### src/rtl/hier_node_pkg.sv
`default_nettype none
// ============================================================================
// Module      : hier_node_pkg
// Description : Shared constants, types and helpers for the hierarchy-node
//               collector. HIER_FANOUT/HIER_DATA_W are the default node shape.
//               rr_next() is the round-robin pointer wrap increment.
// Revision    : 1.0 - initial release
// ============================================================================
package hier_node_pkg;

    localparam int HIER_FANOUT = 10;
    localparam int HIER_DATA_W = 32;

    typedef logic [$clog2(HIER_FANOUT)-1:0] hier_idx_t;

    // Position after ptr in a ring of n entries (n-1 wraps to 0).
    function automatic int rr_next(input int ptr, input int n);
        return (ptr >= n - 1) ? 0 : ptr + 1;
    endfunction

endpackage : hier_node_pkg
`default_nettype wire

### src/rtl/hier_rr_arbiter.sv
`default_nettype none
// ============================================================================
// Module      : hier_rr_arbiter
// Description : Combinational rotate-priority picker. Searches req upward
//               starting at ptr, wrapping N-1 -> 0, and returns the first
//               requester.
// Ports       : req       [N]     request vector
//               ptr       [IDX_W] search start position (always < N)
//               grant     [N]     one-hot grant (zero when no request)
//               grant_idx [IDX_W] binary index of the granted requester
//               any                at least one request present
// Revision    : 1.0 - initial release
// ============================================================================
module hier_rr_arbiter #(
    parameter int N     = 10,
    parameter int IDX_W = $clog2(N)
) (
    input  logic [N-1:0]     req,
    input  logic [IDX_W-1:0] ptr,
    output logic [N-1:0]     grant,
    output logic [IDX_W-1:0] grant_idx,
    output logic             any
);

    int w_j;

    // Visit every position once, in rotated order; the first hit wins and
    // later hits are masked by 'any'.
    always_comb begin
        grant     = '0;
        grant_idx = '0;
        any       = 1'b0;
        w_j       = 0;
        for (int k = 0; k < N; k++) begin
            w_j = (int'(ptr) + k) % N;
            if (!any && req[w_j]) begin
                any        = 1'b1;
                grant[w_j] = 1'b1;
                grant_idx  = IDX_W'(w_j);
            end
        end
    end

endmodule : hier_rr_arbiter
`default_nettype wire

### src/rtl/hier_node_collector.sv
`default_nettype none
// ============================================================================
// Module      : hier_node_collector
// Description : Merges NUM_CHILDREN child valid/ready streams into a single
//               registered upstream stream tagged with the source child index.
//               Round-robin arbitration; one beat per cycle when upstream is
//               ready.
// Ports       : clk, rst_n (async active-low)
//               child_valid/child_data/child_ready : per-child input streams
//               out_valid/out_data/out_idx/out_ready : upstream stream
//               busy : output beat pending or any child requesting
// Option      : HIER_COLLECTOR_STATS_EN adds stats_clr input and
//               beat_count/stall_count outputs.
// Revision    : 1.0 - initial release
// ============================================================================
module hier_node_collector
    import hier_node_pkg::*;
#(
    parameter int NUM_CHILDREN = HIER_FANOUT,
    parameter int DATA_W       = HIER_DATA_W,
    parameter int IDX_W        = $clog2(NUM_CHILDREN)
) (
    input  logic                           clk,
    input  logic                           rst_n,
    input  logic [NUM_CHILDREN-1:0]        child_valid,
    input  logic [NUM_CHILDREN*DATA_W-1:0] child_data,
    output logic [NUM_CHILDREN-1:0]        child_ready,
    output logic                           out_valid,
    output logic [DATA_W-1:0]              out_data,
    output logic [IDX_W-1:0]               out_idx,
    input  logic                           out_ready,
`ifdef HIER_COLLECTOR_STATS_EN
    input  logic                           stats_clr,
    output logic [31:0]                    beat_count,
    output logic [31:0]                    stall_count,
`endif
    output logic                           busy
);

    logic                    r_out_valid;
    logic [DATA_W-1:0]       r_out_data;
    logic [IDX_W-1:0]        r_out_idx;
    logic [IDX_W-1:0]        r_rr_ptr;

    logic                    w_load;
    logic [NUM_CHILDREN-1:0] w_grant;
    logic [IDX_W-1:0]        w_grant_idx;
    logic                    w_any;
    logic [DATA_W-1:0]       w_sel_data;

    hier_rr_arbiter #(
        .N     (NUM_CHILDREN),
        .IDX_W (IDX_W)
    ) u_arb (
        .req       (child_valid),
        .ptr       (r_rr_ptr),
        .grant     (w_grant),
        .grant_idx (w_grant_idx),
        .any       (w_any)
    );

    // Output register is free, or is being emptied this cycle.
    assign w_load     = !r_out_valid || out_ready;
    assign w_sel_data = child_data[int'(w_grant_idx)*DATA_W +: DATA_W];

    // Held low during reset so no child believes a beat was taken.
    assign child_ready = (rst_n && w_load && w_any) ? w_grant : '0;

    always_ff @(posedge clk or negedge rst_n) begin
        if (!rst_n) begin
            r_out_valid <= 1'b0;
            r_out_data  <= '0;
            r_out_idx   <= '0;
            r_rr_ptr    <= '0;
        end else if (w_load) begin
            if (w_any) begin
                r_out_valid <= 1'b1;
                r_out_data  <= w_sel_data;
                r_out_idx   <= w_grant_idx;
                r_rr_ptr    <= IDX_W'(rr_next(int'(w_grant_idx), NUM_CHILDREN));
            end else begin
                r_out_valid <= 1'b0;
            end
        end
    end

    assign out_valid = r_out_valid;
    assign out_data  = r_out_data;
    assign out_idx   = r_out_idx;
    assign busy      = r_out_valid | (|child_valid);

`ifdef HIER_COLLECTOR_STATS_EN
    logic [31:0] r_beat_count;
    logic [31:0] r_stall_count;

    // Beat counter wraps naturally; stall counter sticks at all-ones.
    always_ff @(posedge clk or negedge rst_n) begin
        if (!rst_n) begin
            r_beat_count  <= '0;
            r_stall_count <= '0;
        end else if (stats_clr) begin
            r_beat_count  <= '0;
            r_stall_count <= '0;
        end else begin
            if (r_out_valid && out_ready) begin
                r_beat_count <= r_beat_count + 32'd1;
            end
            if (r_out_valid && !out_ready && (r_stall_count != 32'hFFFF_FFFF)) begin
                r_stall_count <= r_stall_count + 32'd1;
            end
        end
    end

    assign beat_count  = r_beat_count;
    assign stall_count = r_stall_count;
`endif

endmodule : hier_node_collector
`default_nettype wire

### config.mk
export PLATFORM = sky130hd
export DESIGN_NAME = hier_node_collector
export DESIGN_NICKNAME = d
export VERILOG_FILES = /design/src/rtl/hier_node_pkg.sv /design/src/rtl/hier_rr_arbiter.sv /design/src/rtl/hier_node_collector.sv
export SDC_FILE = /design/constraint.sdc
export NUM_CORES = 1
export LEC_CHECK = 0
export CORE_MARGIN = 2
export CORE_UTILIZATION = 35
export DETAILED_ROUTE_END_ITERATION = 12
export GPL_TIMING_DRIVEN = 0
export PLACE_DENSITY_LB_ADDON = 0.3
export SYNTH_ARGS = -nofsm -noshare
export SYNTH_HDL_FRONTEND = slang
export SYNTH_SLANG_ARGS = --single-unit
### constraint.sdc
create_clock -name clk -period 12.9 [get_ports clk]
set_input_delay 1.935 -clock clk [delete_from_list [all_inputs] [get_ports clk]]
set_output_delay 1.935 -clock clk [all_outputs]
set_load 0.02 [all_outputs]
# Word-level counts from Yosys, hierarchy flattened
# Cells that the tools add are included.
# W data, S select, Z words.
# word_totals
out_inout_bits	48
reg_bits	41
in_bits	333
# classes
n_lt_le_gt_ge	21
mux	83
n_shift	1
add_sub_neg	10
bitwise	10
reduce_logical	34
n_div	10
# op_table
op	n
$ge A32 B1 Y1 const B	10
$lt A32 B6 Y1 const B	10
$shiftx A320 B10 Y32	1
$mod A32 B5 Y32 const B	9
$mux W10	11
$or A10 B10 Y10	9
$mux W4	11
$mux W1	41
$bmux W1 S4	10
$demux W1 S4	10
$mod A5 B5 Y32 const B	1
$logic_and A1 B1 Y1	21
$add A4 B3 Y5 const B	4
$add A4 B2 Y5 const B	2
$add A4 B4 Y5 const B	2
$logic_not A1 Y1	10
$reduce_or A10 Y1	1
$add A4 B1 Y5 const B	1
$add A4 B1 Y4 const B	1
$ge A4 B4 Y1 const B	1
$reduce_and A2 Y1	1
$logic_or A1 B1 Y1	1
$or A1 B1 Y1	1

# Depth between registers and ports, before layout
# Gate-level depths: netlist (run 1).
# depth
word_depth	34
ltp_mapped	28

# Cells and area by module
# Synthesis (run 1) repeated with hierarchy kept, for this count alone.
# unflattened
hier_cells	1298
area_unflattened_um2	10193.5
# modules_own_cells
mod	area_each_um2	cells_each	instances	seq_area_each_um2
hier_rr_arbiter	5900.7	872	1	0.0
hier_node_collector	4292.9	426	1	1026.0

# Least setup slack after synthesis (run 1)
# Ideal clock, no wire load.
# synth_path
path_type	flip-flop to output port
from	reg r_rr_ptr[1]
to	out child_ready[0]
n_path_buf	5
arrival_time_ns	5.600
stages_incl_launch_ff	23
path_slack_ns	5.365
cell_sequence	dfrtp_1 -> buf_2 -> inv_1 -> clkbuf_1 -> ha_1 -> clkbuf_1 -> inv_1 -> clkbuf_1 -> ha_1 -> and3b_1 -> o211a_1 -> nor4_1 -> nor3_1 -> o31a_1 -> nor4b_1 -> nor4b_4 -> buf_4 -> nor4b_1 -> nor2b_1 -> nand2_1 -> o2bb2ai_1 -> a21oi_1 -> a31oi_1
# synth_via
elab_chain_len	34
elab_cells_between_ends	148
classes_between	add/sub: 9; div: 10; order compare: 20; mux: 71; bitwise: 9; reduce/logical: 29
# synth_lines
element	line_no	source
start: declaration	hier_node_collector.sv:43	logic [IDX_W-1:0] r_rr_ptr;
start signal: assignment	hier_node_collector.sv:80	r_rr_ptr <= IDX_W'(rr_next(int'(w_grant_idx), NUM_CHILDREN));
branches (longest 33 deep; another with $mod A32 B5 Y32)	-	
$mux W10 *	hier_node_collector.sv:67	assign child_ready = (rst_n && w_load && w_any) ? w_grant : '0;
end: declaration	hier_node_collector.sv:27	output logic [NUM_CHILDREN-1:0] child_ready,
# Every way passes the cells marked *. The select of a mux whose other input is x is not followed.

# Worst setup path in the final report (run 1)
# layout_path
from	reg r_rr_ptr[0]
to	out child_ready[9]
# Same word-level chain as after synthesis.

==> results.cfg, run 1 <==
[synthesis]
ys_ff_latch = 41
syn-num-nets = 1832
synth-main-ff-cell = dfrtp_1
syn_inst = 1450
synth-edff-count = 0
ys_types = 97
synth_area_um2 = 10800
synth_seq_area_share = 0.0947
async_flop_share = 1.00
yosysWarnings = 0
avgSynthCellArea_um2 = 7.47

[hold_path]
min_path_cells = 2
min_path_type = flip-flop to flip-flop
whs_endpoint = out_idx[3]
holdCritStartpoint = out_idx[3]

[cts]
clock_latency_ns = 0.31
cts_sinks = 41
clockBufferDepth = 2
clk_pin_slew_ns = 0.07
cts_hold_buf = 0
cts_buffers = 5
post_cts_resized = 0
cts_root_buf = clkbuf_16
post_cts_buffers = 0
h-tree-depth = 2
cts_tree = built

[grt]
antenna_found_initial = 8
grt_first_pass_wirelength_mm = 87.7
grt_pass1_vias = 13600
grt_overflow = 0
grt_max_degree = 34
globalRouteTotalUtil = 0.357

[final_layout]
final_util = 0.502
nets = 2220
areaGrowthSynthToFinish_pct = 41.3
drive_above_1_share = 0.0919

[routing]
num_vias = 14200
drc = 0
drtAntennaViolNets = 0
wl_per_cell_um = 27.0
drt-pass1-iter-count = 7
drt_iter0_markers = 1381
viasPerCell = 6.32
drt_wl_total_mm = 60.6

[die]
die_h_um = 180
die_area_um2 = 32400
rows = 64
core_um2 = 30500
die_x_um = 180
initial_core_util = 0.355
io_pins = 381

[timing]
post-route-period-util = 0.858
hold_viol_final = 0
setup_ws_ns = 1.83
rsz0062_at_grt = no
setup_viol = 0
fmaxAchievable_ghz = 0.0903
setup-tns-final_ns = 0
drv_slew = 0
clock_skew_ns = 0.00871
tightest_slew_ns = 1.07
layout_min_cycle_time_ns = 11.07
relSlewSlack = 0.284

[place]
post-dp-hpwl_mm = 50.7
port_buffers = 380
dpl_worst_slack_ns = 2.55
gp_congestion = 1.00

[setup_path]
worstPathMaxFanout = 14
rrSetupSlack_ns = 3.96
end_kind = output port
criticalPathCategory = flip-flop to output port
rr_endpoint = out_data[12]
slowest_delay_ns = 0.77
r2r_start = r_rr_ptr[0]
worstPathCellList = buf_2 -> buf_6 -> clkinv_1 -> clkbuf_1 -> ha_1 -> clkbuf_1 -> inv_1 -> clkbuf_1 -> ha_1 -> and3b_1 -> o211a_1 -> nor4_1 -> nor3_1 -> o31a_1 -> nor4b_1 -> nor4b_4 -> buf_4 -> nor4b_1 -> nor2b_1 -> a22o_1 -> nand2_1 -> a41oi_1 -> clkdlybuf4s50_1
critPathSlowestCell = ha_1
crit_top_cell = clkbuf_1
arrival_ns = 9.13
r2r_cells = 24
critPathLaunchType = flip-flop
required_ns = 10.97

[flow_run]
drv_cap = 0

[status]
status = finished clean
## registers in the layout, indices dropped and copies added, names as in the netlist
| name | cells |
|---|---|
| r_rr_ptr | 4 |
| out_idx | 4 |
| out_data | 32 |
| out_valid | 1 |
## Yosys cell counts (all sizes together) (8+ instances only)
cell type,n,area [um2]
o31ai,14,115
nor2b,18,113
a21o,11,82.6
nor3,68,340
nand3b,9,67.6
a32oi,9,86.3
buf,62,394
nand2b,25,156
dfrtp,41,1030
nand4,12,90.1
a21boi,8,63.8
xnor2,18,173
o2111ai,10,87.6
or3,10,62.6
nor2,83,312
o21a,9,67.6
a211o,35,307
nor4,24,163
o2bb2ai,37,324
mux2i,123,1230
ha,49,613
and3,10,62.6
o211ai,17,133
nand3,28,140
mux2,55,619
a21oi,102,529
inv,39,146
a31oi,25,163
a22oi,11,82.6
o221ai,11,109
a211oi,50,388
nand2,100,375
clkbuf,56,210
o22ai,9,56.3
and2,40,250
o21ai,100,504
## cell usage in the layout, fill, tap and decap left out, types with 11 or more instances in the layout
cell             instances
clkdlybuf4s50_1        379
mux2i_1                122
nand2_1                100
a21oi_1                 97
nor2_1                  83
nor3_1                  68
o21ai_0                 57
clkbuf_1                56
mux2_2                  55
a211oi_1                49
ha_1                    49
o21ai_1                 42
dfrtp_1                 41
and2_1                  40
buf_2                   37
o2bb2ai_1               37
a211o_1                 35
inv_1                   33
nand3_1                 28
nand2b_1                25
a31oi_1                 24
nor4_1                  22
nor2b_1                 18
xnor2_1                 16
o211ai_1                16
o31ai_1                 12
buf_4                   11
nand4_1                 11
a22oi_1                 11
a21o_1                  11
## worst max-delay path, delay by kind of cell (launching register included)
kind            cells  cell delay, ns
flops               1            0.51
buf+inv             9            3.44
simple gates        8            2.41
compound gates      4            1.10
fa+ha+maj           2            1.32
## worst max path at each step
stage / end / slack, ns / start / cells past startpoint
global route: child_ready[9] / 1.58 / r_rr_ptr[0] / 24
finish: child_ready[9] / 1.83 / r_rr_ptr[0] / 23
floorplan: child_ready[0] / 5.37 / r_rr_ptr[1] / 22
CTS: child_ready[9] / 2.16 / r_rr_ptr[0] / 23
detailed placement: child_ready[9] / 2.55 / r_rr_ptr[0] / 23
global placement: child_ready[9] / 2.48 / r_rr_ptr[0] / 23
## metal layers
| metal | up-vias | GRT usage | share of wire |
|---|---|---|---|
| li1 | 6434 | - | - |
| met1 | 6727 | 0.444 | 0.39 |
| met2 | 837 | 0.573 | 0.45 |
| met3 | 163 | 0.0640 | 0.085 |
| met4 | 2 | 0.224 | 0.070 |
| met5 | - | 0 | 0.00017 |
## metrics by stage
stage	hold slack [ns]	cell area [um2]	std cells
finish	0.493	15300	2241
global route	0.509	15300	2241
CTS	0.488	15300	2235
detailed placement	0.475	15100	2227
global placement	0.467	15100	2226
floorplan	0.590	10800	1450
## logic make-up after synthesis
| family | share of synthesized area |
|---|---|
| flip-flops | 0.0947 |
| AO/OA/AOI/OAI | 0.345 |
| adder cells (fa/ha/maj) | 0.0595 |
| AND/OR/NAND/NOR | 0.230 |
| XOR/XNOR | 0.0199 |
| buffers and inverters | 0.0696 |
| multiplexers | 0.182 |
## cell type report
class / instances / area (um2)
clock buffers: 5 / 125
fillers: 3026 / 15200
clock inverters: 3 / 22.5
repair buffers: 381 / 3820
plain buffers: 118 / 604
multi-input cells: 1251 / 9050
inverters: 40 / 150
diodes: 6 / 15.0
flip-flops and latches: 41 / 1030
well taps: 396 / 495
Power of run 1 is left out: the tool's default activity adds up to more than one toggle a clock period on the data nets, which glitch-free logic cannot reach.
==> run 2: changes to the inputs <==
--- a/config.mk
+++ b/config.mk
@@ -5,8 +5,9 @@
 export SDC_FILE = /design/constraint.sdc
 export NUM_CORES = 1
 export LEC_CHECK = 0
+export CAP_MARGIN = 25
 export CORE_MARGIN = 2
-export CORE_UTILIZATION = 35
+export CORE_UTILIZATION = 51
 export DETAILED_ROUTE_END_ITERATION = 12
 export GPL_TIMING_DRIVEN = 0
 export PLACE_DENSITY_LB_ADDON = 0.3
==> results.cfg, run 2 (synthesis results as in run 1) <==
[status]
status = finished clean

[routing]
num_vias = 14900
drtAntennaViolNets = 0
drt_wl_total_mm = 57.3
drc = 0
drt-pass1-iter-count = 6
viasPerCell = 7.04
drt_iter0_markers = 2130
wl_per_cell_um = 27.0

[cts]
cts_sinks = 41
clockBufferDepth = 2
cts_hold_buf = 0
cts_tree = built
clk_pin_slew_ns = 0.07
h-tree-depth = 2
post_cts_resized = 0
clock_latency_ns = 0.31
post_cts_buffers = 0
cts_root_buf = clkbuf_16
cts_buffers = 5

[die]
io_pins = 381
rows = 53
initial_core_util = 0.517
die_area_um2 = 22400
die_x_um = 150
core_um2 = 21000
die_h_um = 150

[timing]
fmaxAchievable_ghz = 0.0912
setup_viol = 0
clock_skew_ns = 0.00787
drv_slew = 0
post-route-period-util = 0.850
rsz0062_at_grt = no
layout_min_cycle_time_ns = 10.96
relSlewSlack = 0.311
hold_viol_final = 0
tightest_slew_ns = 1.03
setup-tns-final_ns = 0

[setup_path]
end_kind = output port
crit_top_cell = clkbuf_1
criticalPathCategory = flip-flop to output port
critPathLaunchType = flip-flop
worstPathCellList = buf_2 -> buf_6 -> clkinv_1 -> clkbuf_1 -> ha_1 -> clkbuf_1 -> inv_1 -> clkbuf_1 -> ha_1 -> and3b_1 -> o211a_1 -> nor4_1 -> nor3_1 -> o31a_1 -> nor4b_1 -> nor4b_4 -> buf_4 -> nor4b_1 -> nor2b_1 -> and2_1 -> a22oi_1 -> a41oi_1 -> clkdlybuf4s50_1
cpLargestDelayFamily = buffers and inverters
critPathBufInv = 9
worstPathMaxFanout = 14
critPathSlowestCell = ha_1
required_ns = 10.97
slowest_delay_ns = 0.83
arrival_ns = 9.03

[grt]
grt_first_pass_wirelength_mm = 84.0
grt_max_degree = 24
grt_pass1_vias = 14100
grt_overflow = 0
antenna_found_initial = 4
globalRouteTotalUtil = 0.492

[place]
port_buffers = 380
gp_congestion = 1.10
post-dp-hpwl_mm = 46.1

[final_layout]
drive_above_1_share = 0.0919
nFillCells = 1646
final_common_cell = clkdlybuf4s50_1
final_cell_mix = 379 x clkdlybuf4s50_1, 122 x mux2i_1, 100 x nand2_1
areaGrowthSynthToFinish_pct = 39.9
nets = 2220
largest_reg_flops = 32

[hold_path]
min_path_type = flip-flop to flip-flop

[flow_run]
drv_cap = 0
==> run 2: changes by cell type in the layout (fill, tap and decap cells not counted) <==
cell	delta
clkinvlp_4	-3
clkbuf_8	+1
diode_2	-3
clkinv_4	+1
clkinv_2	+1
==> run 2: layer usage <==
layer | vias up | GRT usage | wire length (um)
met1 | 6840 | 0.574 | 19700
met3 | 333 | 0.150 | 7460
met2 | 1305 | 0.749 | 24600
met4 | 2 | 0.385 | 5540
li1 | 6414 | - | -
met5 | - | 0 | 16
==> run 2: cell type report <==
cell class                 instances  area [um2]  area share
antenna                            3        7.51    0.000495
buffer                           118         604      0.0399
clock buffer                       6         139     0.00916
clock inverter                     2        13.8    0.000908
inverter                          40         150     0.00991
multi-input combinational       1251        9050       0.597
sequential                        41        1030      0.0677
tap                              275         344      0.0227
timing repair buffer             381        3820       0.252
==> run 2: worst paths after layout <==
kind	startpoint	end	slack, ns	depth (start not counted)
min in group asynchronous	rst_n	out_data[19]	1.68	1
worst max register to register	r_rr_ptr[0]	out_data[27]	4.04	23
worst max-delay path	r_rr_ptr[0]	child_ready[1]	1.94	23
worst min register to register	out_idx[3]	out_idx[3]	0.49	2
worst min-delay path	out_idx[3]	out_idx[3]	0.49	2
max in group asynchronous	rst_n	out_data[14]	10.64	2
==> run 2: through the flow <==
step / hold slack, ns / instance area, um2 / utilization / setup slack, ns / cells
after floorplan: 0.590 / 10800 / - / 5.37 / 1450
after global placement: 0.474 / 15000 / 0.715 / 2.80 / 2105
after detailed placement: 0.478 / 15000 / 0.716 / 2.78 / 2106
after CTS: 0.497 / 15100 / 0.723 / 2.40 / 2114
after global routing: 0.511 / 15200 / 0.723 / 1.73 / 2117
final: 0.488 / 15200 / 0.723 / 1.94 / 2117
==> run 2: tightest hold or removal path, stage by stage, from the launching register on <==
cell and delay (ns):
dfrtp_1 0.34, nand2_1 0.04, o21ai_0 0.06
Power of run 2 is left out for the same reason.
